<file path="config.mk">
export PLATFORM = sky130hd
export DESIGN_NAME = dmem_store
export DESIGN_NICKNAME = d
export VERILOG_FILES = /design/src/rtl/dmem_store.sv
export SDC_FILE = /design/constraint.sdc
export NUM_CORES = 1
export LEC_CHECK = 0
export CAP_MARGIN = 20
export CORE_MARGIN = 2
export CORE_UTILIZATION = 46
export CTS_BUF_LIST = sky130_fd_sc_hd__clkbuf_8
export CTS_CLUSTER_SIZE = 12
export DETAILED_ROUTE_END_ITERATION = 7
export GPL_TIMING_DRIVEN = 0
export HOLD_SLACK_MARGIN = 0.05
export PLACE_DENSITY = 0.95
export SYNTH_ARGS = -nofsm -noshare
export SYNTH_HDL_FRONTEND = slang
export SYNTH_SLANG_ARGS = --single-unit
</file>
<file path="constraint.sdc">
create_clock -name clk -period 4.4 [get_ports clk]
set_clock_uncertainty 0.15 [all_clocks]
set_input_delay 0.66 -clock clk [delete_from_list [all_inputs] [get_ports clk]]
set_output_delay 0.66 -clock clk [all_outputs]
set_load 0.005 [all_outputs]
</file>
<file path="src/rtl/dmem_store.sv">
// dmem_store: turns a core store request into lane-shifted data-memory write beats.
// Define DMEM_MISALIGNED_SPLIT_EN to split word-crossing stores into two beats instead of faulting them.
`timescale 1ns/1ps
module dmem_store (
  input  logic        clk,
  input  logic        rst,
  input  logic        st_valid,
  output logic        st_ready,
  input  logic [1:0]  st_width,
  input  logic [31:0] st_addr,
  input  logic [31:0] st_data,
  output logic        st_done,
  output logic        st_fault,
  output logic        dmem_valid,
  input  logic        dmem_ready,
  output logic [31:0] dmem_addr,
  output logic [31:0] dmem_wdata,
  output logic [3:0]  dmem_wstrb
);

`ifdef DMEM_MISALIGNED_SPLIT_EN
  typedef enum logic [1:0] {IDLE = 2'd0, BEAT0 = 2'd1, BEAT1 = 2'd2} state_t;
`else
  typedef enum logic {IDLE = 1'b0, BEAT0 = 1'b1} state_t;
`endif

  state_t      state_q, state_d;
  logic        st_ready_q, st_ready_d;
  logic        st_done_q, st_done_d;
  logic        st_fault_q, st_fault_d;
  logic        dmem_valid_q, dmem_valid_d;
  logic [31:0] dmem_addr_q, dmem_addr_d;
  logic [31:0] dmem_wdata_q, dmem_wdata_d;
  logic [3:0]  dmem_wstrb_q, dmem_wstrb_d;

  logic [1:0]  off;
  logic [3:0]  mask;
  logic [31:0] data_m;
  logic [31:0] addr_aligned;
  logic [31:0] lo_wdata;
  logic [3:0]  lo_wstrb;
  logic        accept;
  logic        reject;
  logic        last_hs;

  assign off          = st_addr[1:0];
  assign addr_aligned = {st_addr[31:2], 2'b00};
  assign accept       = st_valid & st_ready_q;

  always_comb begin
    case (st_width)
      2'd0:    mask = 4'b0001;
      2'd1:    mask = 4'b0011;
      2'd2:    mask = 4'b1111;
      default: mask = 4'b0000;
    endcase
  end

  // Zero the bytes outside the access width so unused lanes never carry stale register bits.
  genvar gi;
  for (gi = 0; gi < 4; gi++) begin : g_lane
    assign data_m[8*gi +: 8] = st_data[8*gi +: 8] & {8{mask[gi]}};
  end

`ifdef DMEM_MISALIGNED_SPLIT_EN
  logic [63:0] d64;
  logic [7:0]  s8;
  logic [31:0] hi_wdata;
  logic [3:0]  hi_wstrb;
  logic [31:0] b1_wdata_q, b1_wdata_d;
  logic [3:0]  b1_wstrb_q, b1_wstrb_d;

  assign d64      = {32'b0, data_m} << {off, 3'b000};
  assign s8       = {4'b0, mask} << off;
  assign lo_wdata = d64[31:0];
  assign lo_wstrb = s8[3:0];
  assign hi_wdata = d64[63:32];
  assign hi_wstrb = s8[7:4];
  assign reject   = (st_width == 2'd3);
  // A zero second-beat strobe means the store fits in one word.
  assign last_hs  = dmem_valid_q & dmem_ready &
                    ((state_q == BEAT1) | ((state_q == BEAT0) & (b1_wstrb_q == 4'b0000)));
`else
  logic [31:0] d32;
  logic [3:0]  s4;
  logic        misaligned;

  assign d32        = data_m << {off, 3'b000};
  assign s4         = mask << off;
  assign lo_wdata   = d32;
  assign lo_wstrb   = s4;
  assign misaligned = ((st_width == 2'd1) & off[0]) | ((st_width == 2'd2) & (off != 2'b00));
  assign reject     = (st_width == 2'd3) | misaligned;
  assign last_hs    = dmem_valid_q & dmem_ready & (state_q == BEAT0);
`endif

  always_comb begin
    state_d      = state_q;
    st_ready_d   = st_ready_q;
    st_done_d    = 1'b0;
    st_fault_d   = 1'b0;
    dmem_valid_d = dmem_valid_q;
    dmem_addr_d  = dmem_addr_q;
    dmem_wdata_d = dmem_wdata_q;
    dmem_wstrb_d = dmem_wstrb_q;
`ifdef DMEM_MISALIGNED_SPLIT_EN
    b1_wdata_d   = b1_wdata_q;
    b1_wstrb_d   = b1_wstrb_q;
`endif
    case (state_q)
      IDLE: begin
        if (accept) begin
          if (reject) begin
            st_fault_d = 1'b1;
          end else begin
            state_d      = BEAT0;
            st_ready_d   = 1'b0;
            dmem_valid_d = 1'b1;
            dmem_addr_d  = addr_aligned;
            dmem_wdata_d = lo_wdata;
            dmem_wstrb_d = lo_wstrb;
`ifdef DMEM_MISALIGNED_SPLIT_EN
            b1_wdata_d   = hi_wdata;
            b1_wstrb_d   = hi_wstrb;
`endif
          end
        end
      end
      BEAT0: begin
`ifdef DMEM_MISALIGNED_SPLIT_EN
        // Address increment wraps naturally at the top of the address space.
        if (dmem_ready && (b1_wstrb_q != 4'b0000)) begin
          state_d      = BEAT1;
          dmem_addr_d  = dmem_addr_q + 32'd4;
          dmem_wdata_d = b1_wdata_q;
          dmem_wstrb_d = b1_wstrb_q;
        end
`endif
      end
`ifdef DMEM_MISALIGNED_SPLIT_EN
      BEAT1: begin
        state_d = BEAT1;
      end
`endif
      default: state_d = IDLE;
    endcase
    if (last_hs) begin
      state_d      = IDLE;
      dmem_valid_d = 1'b0;
      st_done_d    = 1'b1;
      st_ready_d   = 1'b1;
    end
  end

  always_ff @(posedge clk) begin
    if (rst) begin
      state_q      <= IDLE;
      st_ready_q   <= 1'b1;
      st_done_q    <= 1'b0;
      st_fault_q   <= 1'b0;
      dmem_valid_q <= 1'b0;
      dmem_addr_q  <= 32'd0;
      dmem_wdata_q <= 32'd0;
      dmem_wstrb_q <= 4'd0;
`ifdef DMEM_MISALIGNED_SPLIT_EN
      b1_wdata_q   <= 32'd0;
      b1_wstrb_q   <= 4'd0;
`endif
    end else begin
      state_q      <= state_d;
      st_ready_q   <= st_ready_d;
      st_done_q    <= st_done_d;
      st_fault_q   <= st_fault_d;
      dmem_valid_q <= dmem_valid_d;
      dmem_addr_q  <= dmem_addr_d;
      dmem_wdata_q <= dmem_wdata_d;
      dmem_wstrb_q <= dmem_wstrb_d;
`ifdef DMEM_MISALIGNED_SPLIT_EN
      b1_wdata_q   <= b1_wdata_d;
      b1_wstrb_q   <= b1_wstrb_d;
`endif
    end
  end

  assign st_ready   = st_ready_q;
  assign st_done    = st_done_q;
  assign st_fault   = st_fault_q;
  assign dmem_valid = dmem_valid_q;
  assign dmem_addr  = dmem_addr_q;
  assign dmem_wdata = dmem_wdata_q;
  assign dmem_wstrb = dmem_wstrb_q;

  a_done_fault_excl: assert property (@(posedge clk) disable iff (rst) !(st_done_q && st_fault_q));
  a_addr_aligned:    assert property (@(posedge clk) disable iff (rst) dmem_addr_q[1:0] == 2'b00);

endmodule

</file>
==> impl_metrics.py, run 1 <==
metrics = {
    "outcome": {
        "status": "complete, but fails checks",
        "violations": "DRC",
    },
    "clocking": {
        "clk_pin_slew_ps": 70,
        "holdBufCountCts": 0,
        "numCtsBuffers": 9,
        "insertion_delay_ps": 340,
        "cts_tree": "done",
        "h-tree-depth": 3,
        "cts_root_buf": "clkbuf_8",
        "cts_resized": 0,
        "post_cts_buffers": 0,
        "clock_sinks": 71,
        "clock_path_buffers": 2,
    },
    "cells_and_area": {
        "layout.nets": 602,
        "fin_util_pct": 74.2,
        "antenna_cells": 0,
        "drive_above_1_share_pct": 7.30,
        "final_cells": 611,
        "nFillCells": 485,
        "syn_to_final_growth_pct": 55.1,
        "fin_area_um2": 4770,
    },
    "yosys": {
        "synth_top_area_cell": "dfxtp_1",
        "avgSynthCellArea_um2": 8.09,
        "syn-cell-area_um2": 3070,
        "synth.most_common_cell": "nand2_1",
        "synth-warning-count": 0,
        "ys_seq_area_share_pct": 46.2,
        "synth_area_leaders": "dfxtp_1, nand2_1, a21oi_1",
        "synthArstFlopShare_pct": 0,
        "synth_cell_types": 35,
        "synth-seq-cells": 71,
        "synth_edf_count": 0,
        "synth_top_area_share_pct": 46.2,
        "ys.flop_type": "dfxtp_1",
        "synthCells": 380,
        "synthTopCellsByCount": "nand2_1, dfxtp_1, a21oi_1",
    },
    "critical_path": {
        "worstPathMaxFanout": 10,
        "path_class": "in -> reg",
        "cp-end-kind": "register",
        "cpPeakStageDelay_ps": 470,
        "slowest_stage": "clkdlybuf4s50_1",
        "crit_required_ps": 4450,
        "path_cells": "clkdlybuf4s50_1 -> ha_1 -> buf_2 -> or3_4 -> a21o_1 -> clkbuf_1 -> a211oi_1 -> nor3_1",
        "path_delay_family": "buffers and inverters",
        "start_kind": "input pin",
        "cp_num_buf_inv": 3,
        "arrival_ps": 2790,
    },
    "floorplanning": {
        "chipHeight_um": 85.8,
        "die_w_um": 85.8,
        "num_rows": 29,
        "core_um2": 6420,
        "die_area_um2": 7350,
        "start_util_pct": 47.9,
        "num_io_pins": 142,
    },
    "routing": {
        "post_drt_wl_per_cell_um": 16.8,
        "drt_drc_violations_left": 14,
        "vias": 3380,
        "drt_iter0_drc": 201,
        "postRouteAntennaNets": 0,
        "dr.pass1.iters": 8,
        "viasPerCell": 5.53,
        "wirelength_um": 10300,
    },
    "global_routing": {
        "grt_overflow_total": 0,
        "grt_pass1_vias": 3461,
        "antenna_found_initial": 0,
        "grt_util_all_layers_pct": 28.2,
        "grt_pass1_wl_um": 16500,
        "grt_max_degree": 13,
    },
    "timing": {
        "slew_viol_final": 0,
        "worst_slew_pin_slew_ps": 592,
        "fmax_ghz": 0.364,
        "fin_setup_tns_ps": 0,
        "hold_violations": 0,
        "min_period_ps": 2740,
        "rsz0062_at_grt": "false",
        "fin_crit_sh_pct": 62.4,
        "hold-worst-slack_ps": 307,
        "slew_headroom_pct": 60.3,
        "setup_viol": 0,
    },
    "placement": {
        "post-dp-hpwl_um": 7700,
        "gp_congestion": 0.849,
        "dp.cells": 595,
        "portBuffers": 137,
        "placed_area_um2": 4550,
    },
    "pwr": {
        "p_per_area_nw_per_um2": 344,
        "ir_worst_vdd_uv": 169,
        "p_leak_nw": 1.75,
    },
    "hold_path": {
        "hp-class": "reg -> reg",
    },
    "job": {
        "maxCapViolations": 0,
    },
}
[registers in the layout, summed over array words and instances (netlist names)]
register	count
st_ready	1
dmem_valid	1
st_done	1
st_fault	1
state_q	1
dmem_wstrb	4
dmem_addr	30
dmem_wdata	32
[final timing paths]
path | from | to | slack, ps | cells after the start
worst max-delay path | st_width[0] | dmem_wdata[22] | 1660 | 8
worst min-delay path | dmem_addr[22] | dmem_addr[22] | 310 | 2
worst max register to register | state_q | dmem_addr[12] | 2560 | 6
worst min register to register | dmem_addr[22] | dmem_addr[22] | 310 | 2
[final cells by class]
class	count	area [um^2]	share of cell area, %
multi-input cells	273	1480	31.1
flip-flops and latches	71	1420	29.8
repair buffers	137	1370	28.8
plain buffers	34	163	3.41
clock buffers	10	138	2.89
well taps	77	96.3	2.02
clock inverters	6	85.1	1.78
inverters	3	11.3	0.236
[stage by stage]
| step | setup WS (ps) | power, mW |
|---|---|---|
| 5_1_grt | 1540 | 1.71 |
| 4_1_cts | 1680 | 1.64 |
| 3_5_place_dp | 1330 | 1.07 |
| 6_report | 1660 | 1.64 |
| 2_1_floorplan | 2080 | 0.873 |
| 3_3_place_gp | 1360 | 1.06 |
[tightest hold or removal path, stage by stage, from the launching register on]
cell and delay, ps:
dfxtp_1 310, nand2_1 50, a21oi_1 50
[cell families after synthesis]
group                    synth area share, %
AO/OA/AOI/OAI                           20.4
buffers and inverters                   5.66
other                                  0.122
AND/OR/NAND/NOR                         26.0
flip-flops                              46.2
multiplexers                           0.366
adder cells (fa/ha/maj)                 1.22
[cells in the final DEF, fill, tap and decap left out, types with 2 or more instances in the layout]
master           Yosys  final
clkdlybuf4s50_1      0    137
nand2_1             82     82
dfxtp_1             71     71
a21oi_1             43     43
nor2_1              28     28
nand3b_1            18     18
a211oi_1            17     17
o22ai_1             16     16
clkbuf_1            15     15
nand2b_1            13     13
buf_2               10     10
clkbuf_8             0     10
nor3_1               9      9
nand3_1              8      8
a221oi_1             8      8
o31ai_1              8      8
buf_4                6      6
inv_1                3      4
buf_1                3      3
ha_1                 3      3
or2_2                2      2
nor3_2               2      2
conb_1               1      2
bufinv_16            0      2
[power breakdown]
group / internal [mW] / switching [mW] / total (mW)
Combinational: 0.186 / 0.164 / 0.351
Clock: 0.333 / 0.246 / 0.579
Sequential: 0.685 / 0.0244 / 0.709
Total: 1.20 / 0.435 / 1.64
[routing by layer]
layer | GRT usage, % | part of all wire [%] | vias to the layer above
li1 | - | - | 1614
met1 | 31.6 | 39 | 1572
met2 | 51.6 | 49 | 175
met3 | 7.70 | 9.4 | 19
met4 | 9.52 | 2.0 | 0
met5 | 0 | 0 | -
Note: power is estimated with default switching activity, not from simulation.
==> inputs of run 2 (changes only) <==
--- a/config.mk
+++ b/config.mk
@@ -7,13 +7,13 @@
 export LEC_CHECK = 0
 export CAP_MARGIN = 20
 export CORE_MARGIN = 2
-export CORE_UTILIZATION = 46
+export CORE_UTILIZATION = 43
 export CTS_BUF_LIST = sky130_fd_sc_hd__clkbuf_8
 export CTS_CLUSTER_SIZE = 12
 export DETAILED_ROUTE_END_ITERATION = 7
 export GPL_TIMING_DRIVEN = 0
 export HOLD_SLACK_MARGIN = 0.05
-export PLACE_DENSITY = 0.95
+export PLACE_DENSITY = 0.9
 export SYNTH_ARGS = -nofsm -noshare
 export SYNTH_HDL_FRONTEND = slang
 export SYNTH_SLANG_ARGS = --single-unit
==> constraint.sdc (replaced) <==
create_clock -name clk -period 2.77 [get_ports clk]
set_clock_uncertainty 0.15 [all_clocks]
set_input_delay 0.4155 -clock clk [delete_from_list [all_inputs] [get_ports clk]]
set_output_delay 0.4155 -clock clk [all_outputs]
set_load 0.005 [all_outputs]
==> impl_metrics.py, run 2 (synthesized netlist as in run 1, its figures left out) <==
metrics = {
    "timing": {
        "slew_viol_final": 0,
        "fmax_ghz": 0.403,
        "slew_headroom_pct": 58.8,
        "rsz0062_at_grt": "false",
        "hold_violations": 0,
        "min_period_ps": 2480,
        "setup_viol": 0,
        "fin_crit_sh_pct": 89.5,
        "fin_setup_tns_ps": 0,
        "worst_slew_pin_slew_ps": 614,
    },
    "outcome": {
        "status": "complete, no violations",
    },
    "clocking": {
        "clock_path_buffers": 2,
        "clk_pin_slew_ps": 80,
        "cts_resized": 0,
        "cts_root_buf": "clkbuf_8",
        "clock_sinks": 71,
        "numCtsBuffers": 9,
        "insertion_delay_ps": 350,
        "h-tree-depth": 3,
        "holdBufCountCts": 0,
        "cts_tree": "done",
        "post_cts_buffers": 0,
    },
    "hold_path": {
        "hp-class": "reg -> reg",
        "hold_depth": 2,
    },
    "job": {
        "maxCapViolations": 0,
    },
    "floorplanning": {
        "start_util_pct": 44.8,
        "chipHeight_um": 88.6,
        "die_area_um2": 7840,
        "core_um2": 6870,
        "die_w_um": 88.6,
        "num_rows": 30,
        "num_io_pins": 142,
    },
    "routing": {
        "wirelength_um": 10100,
        "post_drt_wl_per_cell_um": 16.1,
        "vias": 3422,
        "drt_drc_violations_left": 0,
        "postRouteAntennaNets": 0,
        "viasPerCell": 5.43,
        "drt_iter0_drc": 252,
        "dr.pass1.iters": 5,
    },
    "global_routing": {
        "grt_max_degree": 14,
        "grt_util_all_layers_pct": 25.4,
        "grt_pass1_wl_um": 15300,
        "grt_pass1_vias": 3200,
        "grt_overflow_total": 0,
        "antenna_found_initial": 0,
    },
    "cells_and_area": {
        "syn_to_final_growth_pct": 55.4,
        "fin_util_pct": 69.5,
        "final_cell_mix": "clkdlybuf4s50_1, nand2_1, dfxtp_1",
        "layout.nets": 602,
        "drive_above_1_share_pct": 7.49,
        "nFillCells": 551,
        "largest_register_ffs": 32,
        "antenna_cells": 0,
        "layout_commonest_cell": "clkdlybuf4s50_1",
        "final_cells": 630,
    },
    "critical_path": {
        "path_class": "in -> reg",
        "cp-end-kind": "register",
        "worstRegToRegCells": 6,
        "path_cells": "clkdlybuf4s50_1 -> ha_1 -> buf_2 -> or3_4 -> a21o_1 -> clkbuf_1 -> a211oi_1 -> nor3_1",
        "start_kind": "input pin",
        "crit_required_ps": 2840,
        "slowest_stage": "clkdlybuf4s50_1",
        "cpPeakStageDelay_ps": 470,
        "arrival_ps": 2550,
        "worstPathMaxFanout": 10,
    },
    "pwr": {
        "p_leak_nw": 1.74,
        "ir_worst_vdd_uv": 249,
        "p_per_area_nw_per_um2": 530,
        "finalPower_mw": 2.53,
    },
    "placement": {
        "post-dp-hpwl_um": 7640,
        "gp_congestion": 0.922,
        "portBuffers": 137,
        "dp.cells": 614,
    },
}
==> run 2: cell count changes in the layout (fill, tap and decap cells not counted), sizes merged <==
cell / change
bufinv: -1
clkinv: +1
==> run 2: layer usage <==
layer / part of all wire (%) / up-vias / global-route usage (%) / wire (um)
met5: 0 / - / 0 / 0
met4: 1.7 / 0 / 9.23 / 176
met3: 9.5 / 31 / 7.74 / 957
met2: 49 / 207 / 44.8 / 4960
met1: 40 / 1564 / 29.1 / 4030
li1: - / 1620 / - / -
==> run 2: where the power goes <==
| group | total (mW) | leakage (nW) | internal (mW) | switching [mW] |
|---|---|---|---|---|
| sequential | 1.12 | 0.579 | 1.09 | 0.0369 |
| clock | 0.847 | 0.103 | 0.444 | 0.403 |
| combinational | 0.558 | 1.06 | 0.296 | 0.262 |
==> run 2: cell type report <==
class	count	area (um^2)	share of cell area [%]
Timing Repair Buffer	137	1370	28.7
Multi-Input combinational cell	273	1480	31.0
Clock inverter	6	68.8	1.44
Tap cell	96	120	2.52
Buffer	34	163	3.41
Sequential cell	71	1420	29.8
Inverter	3	11.3	0.236
Clock buffer	10	138	2.88
==> run 2: critical path: cells and delay by family <==
family	cells	cell delay (ps)
compound gates	2	510
fa+ha+maj	1	220
buf+inv	3	900
simple gates	2	500
==> run 2: worst paths after layout <==
| check | from | to | slack, ps |
|---|---|---|---|
| setup / recovery | st_width[0] | dmem_wdata[23] | 290 |
| hold / removal | dmem_wstrb[1] | dmem_wstrb[1] | 300 |
| setup reg to reg | state_q | dmem_addr[22] | 960 |
| hold reg to reg | dmem_wstrb[1] | dmem_wstrb[1] | 300 |
==> run 2: per-stage QoR <==
| stage | cell area [um^2] | hold slack [ps] | worst slack [ps] |
|---|---|---|---|
| after global placement | 4570 | 291 | 7.95 |
| after floorplan | 3080 | 298 | 696 |
| after global routing | 4780 | 331 | 214 |
| final | 4780 | 303 | 290 |
| after detailed placement | 4570 | 296 | -37.6 |
| after CTS | 4780 | 306 | 324 |
==> inputs of run 3 (changes only) <==
--- a/config.mk
+++ b/config.mk
@@ -14,6 +14,7 @@
 export GPL_TIMING_DRIVEN = 0
 export HOLD_SLACK_MARGIN = 0.05
 export PLACE_DENSITY = 0.9
+export SLEW_MARGIN = 15
 export SYNTH_ARGS = -nofsm -noshare
 export SYNTH_HDL_FRONTEND = slang
 export SYNTH_SLANG_ARGS = --single-unit
==> results of run 3 <==
Same layout as run 2: the final DEF is identical, and so are final timing and power.
